`config.mk`:
```
export PLATFORM = sky130hd
export DESIGN_NAME = posedge_delay_buffer_sync
export DESIGN_NICKNAME = d
export VERILOG_FILES = /design/src/rtl/posedge_delay_buffer_sync.sv
export SDC_FILE = /design/constraint.sdc
export NUM_CORES = 1
export LEC_CHECK = 0
export ABC_AREA = 1
export ABC_CLOCK_PERIOD_IN_PS = 1200
export BUFFER_PORTS_ARGS = -buffer_cell sky130_fd_sc_hd__buf_4
export CAP_MARGIN = 15
export CORE_AREA = 2 2 39 41
export CTS_CLUSTER_SIZE = 12
export DETAILED_ROUTE_END_ITERATION = 7
export DIE_AREA = 0 0 41 43
export GPL_ROUTABILITY_DRIVEN = 1
export RECOVER_POWER = 50
export SYNTH_ARGS = -nofsm -noshare
export SYNTH_HDL_FRONTEND = slang
export SYNTH_SLANG_ARGS = --single-unit
```
`constraint.sdc`:
```
create_clock -name clock -period 1.2 [get_ports clock]
set_clock_uncertainty 0.15 [all_clocks]
set_input_delay 0.06 -clock clock [delete_from_list [all_inputs] [get_ports clock]]
set_output_delay 0.06 -clock clock [all_outputs]
set_load 0.005 [all_outputs]
```
`src/rtl/posedge_delay_buffer_sync.sv`:
```
// Inertial rising-edge delay: z rises after DELAY consecutive high samples of x, falls one edge after x is sampled low.
// All outputs are registered; the rise latency is DELAY edges and the fall latency is one edge.
module posedge_delay_buffer_sync #(
    parameter int DELAY = 5,
    parameter int CW    = $clog2(DELAY + 1)
) (
    input  logic clock,
    input  logic reset,
    input  logic x,
    output logic z,
    output logic pending,
    output logic cancel,
    output logic rise,
    output logic fall
);

    typedef enum logic [1:0] {
        LOW  = 2'd0,
        WAIT = 2'd1,
        HIGH = 2'd2
    } state_t;

    localparam logic [CW-1:0] LAST = CW'(DELAY - 1);

    if (DELAY < 1 || DELAY > 255) begin : g_bad_delay
        $error("posedge_delay_buffer_sync: DELAY must be in 1..255");
    end
    if (CW != $clog2(DELAY + 1)) begin : g_bad_cw
        $error("posedge_delay_buffer_sync: CW is derived from DELAY and must not be overridden");
    end

    state_t        state_q, state_d;
    logic [CW-1:0] cnt_q, cnt_d;
    logic          z_q, z_d;
    logic          pending_q, pending_d;
    logic          cancel_q, cancel_d;
    logic          rise_q, rise_d;
    logic          fall_q, fall_d;

    always_comb begin
        state_d  = state_q;
        cnt_d    = cnt_q;
        cancel_d = 1'b0;
        rise_d   = 1'b0;
        fall_d   = 1'b0;
        case (state_q)
            LOW: begin
                if (x) begin
                    if (DELAY == 1) begin
                        state_d = HIGH;
                        rise_d  = 1'b1;
                    end else begin
                        state_d = WAIT;
                        cnt_d   = CW'(1);
                    end
                end
            end
            WAIT: begin
                if (!x) begin
                    state_d  = LOW;
                    cnt_d    = '0;
                    cancel_d = 1'b1;
                end else if (cnt_q == LAST) begin
                    state_d = HIGH;
                    cnt_d   = '0;
                    rise_d  = 1'b1;
                end else begin
                    cnt_d = cnt_q + 1'b1;
                end
            end
            HIGH: begin
                if (!x) begin
                    state_d = LOW;
                    fall_d  = 1'b1;
                end
            end
            default: begin
                state_d = LOW;
                cnt_d   = '0;
            end
        endcase
        // Level outputs are registered from the next state so they line up with the strobes.
        z_d       = (state_d == HIGH);
        pending_d = (state_d == WAIT);
    end

    always_ff @(posedge clock or posedge reset) begin
        if (reset) begin
            state_q   <= LOW;
            cnt_q     <= '0;
            z_q       <= 1'b0;
            pending_q <= 1'b0;
            cancel_q  <= 1'b0;
            rise_q    <= 1'b0;
            fall_q    <= 1'b0;
        end else begin
            state_q   <= state_d;
            cnt_q     <= cnt_d;
            z_q       <= z_d;
            pending_q <= pending_d;
            cancel_q  <= cancel_d;
            rise_q    <= rise_d;
            fall_q    <= fall_d;
        end
    end

    assign z       = z_q;
    assign pending = pending_q;
    assign cancel  = cancel_q;
    assign rise    = rise_q;
    assign fall    = fall_q;

endmodule

```
* Word level (Yosys, flattened, before mapping)
Index checks and enable logic that the tools add are counted.
** Storage, ports and cells
- Memories kept :: 0
- Bits in latches :: 0
- Word-level logic and storage cells :: 32
- Bits in read-only memories :: 0
- Bits in registers :: 10
- Memory bits (writable) :: 0
- Output and inout port bits :: 5
- Input bits :: 3
** Cells by class
- Order comparisons :: 0
- Equality and inequality tests :: 6
- Multiply operators :: 0
- Shift operators :: 0
- Muxes and demuxes :: 15
- Div/mod/pow operators :: 0
- Bitwise gates (word level) :: 1
- $add $sub $neg :: 1
- Reductions and logical operators :: 2
** Operator list (count)
- 2-to-1 mux 3 bit :: 3
- case mux 3 bit (3 select lines) :: 1
- 2-to-1 mux 2 bit :: 4
- 2-to-1 mux 1 bit :: 6
- case mux 2 bit (3 select lines) :: 1
- equality test 2 x 1 -> 1 bit, second input constant :: 2
- equality test 2 bit, second input constant :: 2
- adder 3 x 1 -> 3 bit, second input constant :: 1
- equality test 3 bit, second input constant :: 1
- logical NOT 2 bit :: 1
- != test 2 bit, second input constant :: 1
- AND reduction 2 bit :: 1
- inverter 1 bit :: 1

* Depth between registers and ports, before layout
- Depth in word-level cells :: 5
- Depth in mapped cells :: 7
- Depth with buffers taken out :: 7

* Worst setup path after synthesis
OpenSTA, ideal clock, no wires.
- Path kind :: register to register
- Start :: register cnt_q[0]
- End :: register cnt_q[0]
- Required time :: 0.932 ns
- Clock period less this slack :: 1.165 ns
- Library setup time :: 0.118 ns
- Arrival time :: 0.898 ns
- Slack :: 0.035 ns
- Cell stages (with the launch flop) :: 8
- Buffers on the path :: 0
- Cell sequence :: dfrtp_1 inv_1 ha_1 nand2_2 nor2_4 nand2_4 inv_2 nor2_2
** On the way
- Cells in the longest elaborated chain, start to end :: 4
- Elaborated cells between the ends (all ways) :: 5
- Those cells by class :: add/sub (1); eq/ne (1); mux (3)
** RTL lines
- start, declared :: RTL line 33 : logic [CW-1:0] cnt_q, cnt_d;
- start signal, assigned :: RTL line 98 : cnt_q <= cnt_d;
- adder 3 x 1 -> 3 bit / equality test 3 bit (equally long branches) :: RTL line 68, 63
- 2-to-1 mux 3 bit * :: RTL line 63 : end else if (cnt_q == LAST) begin
- 2-to-1 mux 3 bit * :: RTL line 59 : if (!x) begin
- case mux 3 bit (3 select lines) * :: RTL line 46 : case (state_q)
Mark *: on every way between the ends. The rest lies on a longest branch, timed or not.
A chain may end at the register's enable or synchronous reset.

* Worst setup path in the final report
- Start :: register cnt_q[0]
- End :: register cnt_q[2]
Same word-level chain as after synthesis.

==> results.md <==
* Worst Setup End Kind: register
* Num CTS Buffers at 3
* Share of layout cells above drive strength 1 at 48.39%
* Max H-tree Level at 1
* First-pass DRT Iterations at 2
* Worst-margin pin slew at 366.9 ps
* Global-route wire length before repair at between 1000 and 1500 um
* Ys Warns at 0
* Synthesized area at 442.9 um^2
* Antenna diodes at 0
* Root buf cell: clkbuf_4
* Startpoint types: register
* Cells after DPL at 70
* FFs w/ async S/R, synth at 100.0%
* Worst skew pair latency at approximately 250 ps
* Clock share of power at 28.6%
* Top Ports at 8
* Hold Path Class: primary input to async pin
* DP Wirelength at 519 um
* Chip height at approximately 43 um
* RR Startpoint: cnt_q[0]$_DFFE_PP0P_
* Post-Synth Simple-Gate Area at a little over a quarter
* Avg Vias per Cell at around 4.3
* Slew Limit Fails at 0
* Min cycle time layout at 1200 ps
* Mean routed wirelength per cell at 10.01 um
* Run status: complete, but fails checks
* CP startpoint: cnt_q[0]$_DFFE_PP0P_
* Multiplexer share of the synthesized area at 0%
* Vias in the first global route at 294
* Compound-cell area share of the yosys netlist at 2.260%
* Core area at 1384 um^2
* Top cells by area, synth: dfrtp_1, nand2_1, inv_1, ha_1, nand2_4
* Worst EP required at 1240 ps
* Crit path cell chain: buf_4 -> ha_4 -> inv_2 -> nand2_2 -> nand2_1 -> nand3_1 -> nand2_1
* Crit-path slowest cell: dfrtp_1
* Reg clk slew, reported paths at 60 ps
* Largest stage delay on the critical path at 400 ps
* Most used DFF post-synth: dfrtp_1
* TritonCTS clock tree: done
* Switching part of the total power at 26.43%
* Hold slack at 184.7 ps
* Yosys top cell area share at 56.50%
* Crit-path max FO at 2
* Synth top cells by count: dfrtp_1, nand2_1, inv_1
* All-Layer GR Usage at 10.33%
* CP arrival at between 1000 and 1500 ps
* Post-synth EDFFs at 0
* Pin count of the biggest net entering global routing at 11
* Die area at 1763 um^2
* Initial antenna violation count at 0
* Main combinational cell family by area after synthesis: simple AND/OR/NAND/NOR gates
* Yosys cell types at 12
* Routed wire length at between 700 and 800 um
* Sink Count at 10
* Iter 0 DRT Violations at 3
* Post-synthesis sequential element count at 10
* Yosys top cell by area: dfrtp_1
* Residual DRC at 0
* Syn Inst Count at 46
* Critical path type: register to register
* Setup Viol. Count Final at 1
* Vias after detailed routing at ~340
* Final WS setup at -0.2028 ps
* Initial Utilization at around 32%
* R2R cell count at 7
* Post-Synth XOR/XNOR Area at 0%
* Max clock buf depth at 2
* Psw at 0.1999 mW
* FP Rows at 14
* Setup repair after global routing missed its margin: true
* Die W at 41 um
* Post-synthesis sequential area ratio at 56.50%
* Peak supply drop at 0.0005289 V
* Post-Synth Adder-Cell Area at 5.650%
* Register-to-Register Setup Slack at -0.2 ps
* Post-Layout Cell Count at roughly 80
* Int Pwr at 0.5565 mW
* Port buffer count at 7
* Top cell by count, worst path: nand2_1
* Fmax at 0.8332 GHz
* Syn nets at roughly 50
* Power per cell area at between 1000 and 1500 nW/um^2
* Layout area overhead at 40.96%
* Global route total overflow at 0
* Hold Vio Cnt, Final at 0
* Critical R2R Capture: cnt_q[2]$_DFFE_PP0P_
* Net total in the final layout at 69
* Leakage power at between 0.3 and 0.4 nW
* Relative slew slack at 75.51%
* Reg power frac at 49.8%
* Max-cap violations at 0
* Tcrit/Tclk final at 100.0%
* Violated checks: setup timing
* Count leader, synth: dfrtp_1
* Layout Utilization at 45.12%
* Syn Area/Cell at ~9.6 um^2
* Combinational Power Share at a little over a fifth
* Routed Antenna Nets at 0
* Routability cong. at 0.7461
-- worst max-delay path: cells and delay by family (launching register included) --
family / cells / cell delay (ps)
AND/OR/NAND/NOR: 4 / 250
flip-flops: 1 / 400
buffers and inverters: 2 / 200
adder cells (fa/ha/maj): 1 / 150
-- cell families (layout without fill, tap and decap cells) --
family | Yosys count | count (layout)
simple gates | 21 | 21
buf+inv | 11 | 27
fa+ha+maj | 2 | 2
compound gates | 2 | 2
flops | 10 | 10
-- through the flow --
step | setup TNS (ps) | power (mW) | setup slack, ps | area, um^2
after floorplan | 0 | 0.4427 | 34.57 | 442.9
after global placement | 0 | 0.4768 | 1.649 | 523.0
after detailed placement | -31.46 | 0.4814 | -20.01 | 523.0
after CTS | 0 | 0.7414 | 2.656 | 604.3
after global routing | -98.17 | 0.8139 | -59.56 | 624.3
final | -0.2028 | 0.7564 | -0.2028 | 624.3
-- power groups by stage --
stage	sequential (mW)	clock, mW	combinational (mW)
after floorplan	0.376	0	0.0666
after global placement	0.377	0	0.0999
after detailed placement	0.379	0	0.103
after CTS	0.373	0.223	0.146
after global routing	0.379	0.249	0.186
final	0.377	0.216	0.163
-- how the worst max path moves through the flow --
| stage | end | slack (ps) |
|---|---|---|
| finish | cnt_q[2]$_DFFE_PP0P_ | -0.2 |
| global route | cnt_q[2]$_DFFE_PP0P_ | -60 |
| CTS | cnt_q[0]$_DFFE_PP0P_ | 3 |
| detailed placement | pending$_DFF_PP0_ | -20 |
| global placement | cnt_q[0]$_DFFE_PP0P_ | 2 |
| floorplan | cnt_q[0]$_DFFE_PP0P_ | 30 |
-- routing by layer --
metal	global-route usage [%]	vias up	part of all wire [%]
li1	-	174	-
met1	12.25	152	41
met2	14.69	8	51
met3	4.712	2	4.9
met4	6.000	0	2.4
met5	0	-	0
-- registers in the layout, summed over array words and instances, names as in the netlist --
signal   count
cnt_q        3
z            1
cancel       1
fall         1
pending      1
rise         1
state_q      2
-- layout by cell type (no fill, tap or decap) --
master / netlist / layout
dfrtp_1: 10 / 10
nand2_1: 9 / 8
buf_4: 0 / 8
inv_2: 4 / 7
inv_1: 7 / 4
nand3_1: 4 / 4
clkbuf_4: 0 / 4
nand2_4: 2 / 3
nor2_2: 2 / 2
nor3_1: 2 / 2
ha_4: 0 / 2
dlygate4sd3_1: 0 / 2
nand2_2: 1 / 1
nor2_4: 1 / 1
o21ai_2: 0 / 1
o21ai_1: 2 / 1
clkbuf_1: 0 / 1
buf_6: 0 / 1
-- cell type report --
| class | instances | area (um^2) |
|---|---|---|
| fillers | 139 | 759.5 |
| flip-flops and latches | 10 | 250.2 |
| multi-input cells | 25 | 187.7 |
| repair buffers | 13 | 102.6 |
| inverters | 11 | 41.29 |
| clock buffers | 3 | 22.52 |
| well taps | 16 | 20.02 |
-- repair_timing --
action,4_1_cts,5_1_grt
hold endpoints to repair,16,0
hold buffers,2,0
gates cloned,0,0
buffers inserted,2,1
pin swaps,2,3
gates resized for setup,6,5
endpoints found under the setup margin,3,7
(Power assumes the default switching activity.)
